--- config.mk ---
export PLATFORM = sky130hd
export DESIGN_NAME = syn_branch_predictor
export DESIGN_NICKNAME = d
export VERILOG_FILES = /design/src/rtl/syn_branch_predictor_pkg.sv /design/src/rtl/cmb_sat_counter2.sv /design/src/rtl/syn_branch_predictor.sv
export SDC_FILE = /design/constraint.sdc
export NUM_CORES = 1
export LEC_CHECK = 0
export BUFFER_PORTS_ARGS = -buffer_cell sky130_fd_sc_hd__buf_4
export CORE_MARGIN = 1
export CORE_UTILIZATION = 35
export CTS_BUF_LIST = sky130_fd_sc_hd__clkbuf_8 sky130_fd_sc_hd__clkbuf_16
export DETAILED_ROUTE_END_ITERATION = 10
export HOLD_SLACK_MARGIN = 0.05
export PLACE_DENSITY = 0.51
export SLEW_MARGIN = 20
export SYNTH_ARGS = -nofsm -noshare
export SYNTH_HDL_FRONTEND = slang
export SYNTH_SLANG_ARGS = --single-unit
export TNS_END_PERCENT = 30
--- constraint.sdc ---
create_clock -name clk -period 3.07 [get_ports clk]
set_input_delay 0.1535 -clock clk [delete_from_list [all_inputs] [get_ports clk]]
set_output_delay 0.1535 -clock clk [all_outputs]
set_load 0.02 [all_outputs]
--- src/rtl/syn_branch_predictor_pkg.sv ---
// Shared definitions for the branch predictor: default address width,
// 2-bit counter encodings and statistics width.
package syn_branch_predictor_pkg;

    localparam int unsigned IM_ADDR_BIT = 10;
    localparam int unsigned CTR_W       = 2;
    localparam int unsigned STAT_W      = 16;

    typedef enum logic [CTR_W-1:0] {
        CTR_SNT = 2'd0,
        CTR_WNT = 2'd1,
        CTR_WT  = 2'd2,
        CTR_ST  = 2'd3
    } ctr_e;

endpackage

--- src/rtl/cmb_sat_counter2.sv ---
// Next-state logic for a 2-bit saturating up/down direction counter.
module cmb_sat_counter2
    import syn_branch_predictor_pkg::*;
(
    input  logic [CTR_W-1:0] ctr,
    input  logic             inc,
    output logic [CTR_W-1:0] ctr_nxt_c
);

    always_comb begin
        ctr_nxt_c = ctr;
        if (inc) begin
            if (ctr != CTR_W'(CTR_ST)) ctr_nxt_c = ctr + CTR_W'(1);
        end else begin
            if (ctr != CTR_W'(CTR_SNT)) ctr_nxt_c = ctr - CTR_W'(1);
        end
    end

endmodule

--- src/rtl/syn_branch_predictor.sv ---
// Direct-mapped branch target buffer with 2-bit direction counters,
// combinational lookup and single-port update path with statistics.
module syn_branch_predictor #(
    parameter int unsigned IM_ADDR_BIT = syn_branch_predictor_pkg::IM_ADDR_BIT,
    parameter int unsigned IDX_BITS    = 3
) (
    input  logic                   clk,
    input  logic                   rst_n,
    input  logic                   en,
    input  logic                   flush,
    input  logic [IM_ADDR_BIT-1:0] lookup_pc,
    output logic                   pred_taken,
    output logic [IM_ADDR_BIT-1:0] pred_pc,
    input  logic                   upd_en,
    input  logic [IM_ADDR_BIT-1:0] upd_pc,
    input  logic                   upd_taken,
    input  logic [IM_ADDR_BIT-1:0] upd_target,
    input  logic                   upd_mispred,
    output logic [syn_branch_predictor_pkg::STAT_W-1:0] stat_lookups,
    output logic [syn_branch_predictor_pkg::STAT_W-1:0] stat_mispreds
);
    import syn_branch_predictor_pkg::*;

    localparam int unsigned ENTRIES = 1 << IDX_BITS;
    localparam int unsigned TAG_W   = IM_ADDR_BIT - IDX_BITS;

    logic [ENTRIES-1:0]     valid_q;
    logic [CTR_W-1:0]       ctr_q    [ENTRIES];
    logic [TAG_W-1:0]       tag_q    [ENTRIES];
    logic [IM_ADDR_BIT-1:0] target_q [ENTRIES];

    logic [IDX_BITS-1:0] l_idx;
    logic [IDX_BITS-1:0] u_idx;
    logic [TAG_W-1:0]    l_tag;
    logic [TAG_W-1:0]    u_tag;
    logic                l_hit;
    logic                u_hit;
    logic                upd_acc;
    logic [CTR_W-1:0]    ctr_nxt_c;

    // Lookup reads current table contents; same-cycle updates are not bypassed.
    assign l_idx      = lookup_pc[IDX_BITS-1:0];
    assign l_tag      = lookup_pc[IM_ADDR_BIT-1:IDX_BITS];
    assign l_hit      = valid_q[l_idx] && (tag_q[l_idx] == l_tag);
    assign pred_taken = l_hit && ctr_q[l_idx][1];
    assign pred_pc    = pred_taken ? target_q[l_idx] : lookup_pc + IM_ADDR_BIT'(1);

    assign u_idx   = upd_pc[IDX_BITS-1:0];
    assign u_tag   = upd_pc[IM_ADDR_BIT-1:IDX_BITS];
    assign u_hit   = valid_q[u_idx] && (tag_q[u_idx] == u_tag);
    assign upd_acc = en && upd_en && !flush;

    cmb_sat_counter2 u_ctr (
        .ctr       (ctr_q[u_idx]),
        .inc       (upd_taken),
        .ctr_nxt_c (ctr_nxt_c)
    );

    // Valid bits and counters; flush wins over a concurrent update.
    always_ff @(posedge clk or negedge rst_n) begin
        if (!rst_n) begin
            valid_q <= '0;
            for (int unsigned i = 0; i < ENTRIES; i++) begin
                ctr_q[i] <= CTR_W'(CTR_SNT);
            end
        end else if (en) begin
            if (flush) begin
                valid_q <= '0;
            end else if (upd_en) begin
                if (u_hit) begin
                    ctr_q[u_idx] <= ctr_nxt_c;
                end else if (upd_taken) begin
                    valid_q[u_idx] <= 1'b1;
                    ctr_q[u_idx]   <= CTR_W'(CTR_WT);
                end
            end
        end
    end

    // Tag/target payload carries no reset; valid bits qualify it.
    always_ff @(posedge clk) begin
        if (upd_acc && upd_taken) begin
            tag_q[u_idx]    <= u_tag;
            target_q[u_idx] <= upd_target;
        end
    end

    // Saturating statistics of accepted updates.
    always_ff @(posedge clk or negedge rst_n) begin
        if (!rst_n) begin
            stat_lookups  <= '0;
            stat_mispreds <= '0;
        end else if (upd_acc) begin
            if (stat_lookups != '1) stat_lookups <= stat_lookups + STAT_W'(1);
            if (upd_mispred && (stat_mispreds != '1)) stat_mispreds <= stat_mispreds + STAT_W'(1);
        end
    end

endmodule

==> impl_results.md <==
* Status: completed
* RSZ-0062 raised after global routing: true
* Post-Syn Area per Cell at 15.53 um^2
* Area of the core at 24,390 um^2
* Critical path peak fanout at 7
* Root Buffer: clkbuf_16
* Initial DRT Pass Iterations at 5
* Sequential fraction of the synthesis area at a little over three fifths
* Yosys warns at 0
* CP startpoint kind: flop
* Post-Place Cells at 963
* Post-Layout Cell Count at 1,017
* Reg2reg end: ctr_q[1]
* Most frequent cells in the layout: edfxtp_1 (136), buf_4 (102), dfrtp_1 (56)
* Switching Fraction at 25.42%
* Clk_skew at 19.61 ps
* Met3 Wirelength at 900 um
* Post-route ant nets at 0
* Synth-to-layout area growth at 22.20%
* Static leakage at 3.986 nW
* Remaining DRCs at 0
* Clk pwr share at 39.0%
* Vias in the first global route at roughly 5,500
* R2R cell count at 9
* WL per Instance at 20.13 um
* Number of port buffers at 79
* Post-Syn Area at a little under 9000 um^2
* Final GP Congestion at 0.7750
* Synth Flop Type: edfxtp_1
* P_sw at 1.492 mW
* Post-Syn Instances at roughly 560
* Fillers at 2,203
* Worst Hold Class: input port to flop
* Pint at about 4.4 mW
* GR Util All Layers at 16.45%
* Minimum clock period after layout at slightly below 3000 ps
* Power Density at 549.3 nW/um^2
* Max VDD drop at approximately 0.33 mV
* Via density at 5.252
* H-tree Lvls at 4
* Die width at 160.1 um
* Initial cell density of the core at 35.86%
* Most common cell after layout, fill and taps aside: edfxtp_1
* Met1 wire length at 9416 um
* Num ports at 80
* RR Startpoint: tag_q[3][2]
* Final wirelength at approximately 20,000 um
* Fmax at around 0.34 GHz
* Remaining Overflow, GRT at 0
* Cell depth of the worst hold path at 3
* Reg power frac at 49.9%
* Finished Cell Area at 10,690 um^2
* Clock buffer count from CTS at 17
* Slew @ Worst Pin at approximately 900 ps
* Worst hold endpoint: ctr_q[13]
* Final Max Tran Viols at 0
* Global-route wire length before repair at 32,000 um
* Full die area at 25,620 um^2
* DP Area at 9819 um^2
* Post-synth ARST share at 29.17%
* Final-report setup violation count at 0
* Hold_ws at 160.7 ps
* Clk_lat worst skew at around 430 ps
* CP required at 2920 ps
* Clock tree buffer depth at 2
* Total of max-cap violations at 0
* Clock sink count at 192
* ANT cells at 0
* First DRT Iteration DRCs at 345
* Critical Path AT at 2830 ps
* Dpl hpwl at 13,490 um
* Crit Path Category: flop to output port
* Slew HR at about two fifths
* Yosys reg bits at 192
* EDFF count, synth at 136
* Gate power share at 11.1%
* Hold path start: upd_taken
* Met2 wire len at 9987 um
* CTS tree: built
* Clk slew on worst S/H paths at 80 ps
* Layout cell share with drive strength beyond 1 at 30.16%
* Die H at 160.1 um
* Syn_nets at 603
* Final #Nets at between 700 and 800
* Core Rows at 57
* Initial antenna violation count at 0
* Hold Vio Cnt, Final at 0
* Top sig layer: met4
* Synth unique cells at 48
* Flop-to-flop setup slack at 360 ps
* Worst Setup End Kind: output port
* Via count at 5,341
* Largest net degree at the start of global routing at 57
* Fin crit share at between 90% and 100%
critical path, stage by stage (launching register included):
cell and delay [ps]:
edfxtp_1 400, mux4_2 490, mux2i_2 170, xor2_1 260
nand4_4 240, nor2_4 230, buf_4 140, mux2i_1 60
a211oi_1 210, buf_4 180
routing by layer:
metal	GRT usage, %	vias to the layer above
met2	26.96	141
met1	22.33	2760
li1	-	2427
met3	3.818	13
met5	0	-
met4	3.377	0
synthesized netlist by cell type, types with 3 or more instances:
| cell | number | area share (%) |
|---|---|---|
| edfxtp_1 | 136 | 47 |
| nand3_1 | 23 | 1.3 |
| mux2i_1 | 32 | 3.7 |
| clkbuf_1 | 6 | 0.26 |
| or2_2 | 4 | 0.29 |
| nand2_1 | 33 | 1.4 |
| xnor2_1 | 25 | 2.5 |
| a32o_1 | 8 | 0.92 |
| o21ai_0 | 22 | 1.3 |
| buf_2 | 11 | 0.63 |
| mux2_2 | 3 | 0.39 |
| nor2_1 | 31 | 1.3 |
| buf_1 | 4 | 0.17 |
| dfrtp_1 | 56 | 16 |
| a21oi_1 | 5 | 0.29 |
| buf_6 | 4 | 0.51 |
| and3_1 | 6 | 0.43 |
| mux4_2 | 46 | 12 |
| nand4_1 | 7 | 0.50 |
| nor3_1 | 10 | 0.57 |
| ha_1 | 3 | 0.43 |
| o31ai_1 | 3 | 0.26 |
| a211oi_1 | 4 | 0.34 |
| a22oi_1 | 10 | 0.86 |
| mux4_1 | 4 | 1.2 |
| xor2_1 | 22 | 2.2 |
| inv_1 | 14 | 0.60 |
| and4_1 | 3 | 0.30 |
worst max path at each step:
stage | slack (ps) | from | to | cells after the start
after floorplan | 440 | lookup_pc[1] | pred_pc[6] | 10
final | 90 | tag_q[7][3] | pred_pc[3] | 9
after global routing | -30 | tag_q[7][3] | pred_pc[3] | 9
after detailed placement | 180 | lookup_pc[0] | pred_pc[2] | 10
after CTS | 20 | tag_q[4][3] | pred_pc[2] | 9
after global placement | 230 | lookup_pc[0] | pred_pc[2] | 10
cell type report:
cell class,count,area (um^2),area share (%)
flip-flops and latches,192,5485,51.32
inverters,14,52.55,0.4917
clock buffers,20,500.5,4.683
repair buffers,123,997.2,9.330
well taps,324,405.4,3.793
clock inverters,12,121.4,1.136
multi-input cells,332,3126,29.24
registers in the layout, summed over array words and instances, names as in the netlist:
name	flops
tag_q	56
ctr_q	16
valid_q	8
stat_lookups	16
target_q	80
stat_mispreds	16
power groups by stage:
stage          registers, mW  logic, mW  clock network (mW)
2_1_floorplan           3.04      0.299                   0
3_3_place_gp            2.98      0.621                   0
3_5_place_dp            2.98      0.634                   0
4_1_cts                 2.93      0.654                2.34
5_1_grt                 2.95      0.710                2.44
6_report                2.93      0.651                2.29
stage by stage:
step | worst slack [ps] | utilization, % | setup TNS, ps | power (mW)
final | 89.89 | 43.82 | 0 | 5.871
after global routing | -26.88 | 43.82 | -49.38 | 6.101
after CTS | 17.77 | 43.61 | 0 | 5.925
after detailed placement | 176.6 | 40.26 | 0 | 3.619
after global placement | 226.1 | 40.26 | 0 | 3.605
after floorplan | 440.9 | - | 0 | 3.336
kinds of logic after synthesis:
family,share of synthesized area [%]
adder cells (fa/ha/maj),0.6581
XOR/XNOR,4.707
multiplexers,17.10
flip-flops,62.72
buffers and inverters,2.174
AND/OR/NAND/NOR,7.496
AO/OA/AOI/OAI,5.150
timing repair:
action / 4_1_cts / 5_1_grt
setup endpoints to repair: 7 / 10
gates resized for setup: 1 / 9
pin swaps: 1 / 6
setup buffers: 2 / 2
hold endpoints to repair: 192 / 0
hold buffers: 18 / 0
gates cloned: 0 / 0
Note: power is estimated with default switching activity, not from simulation.
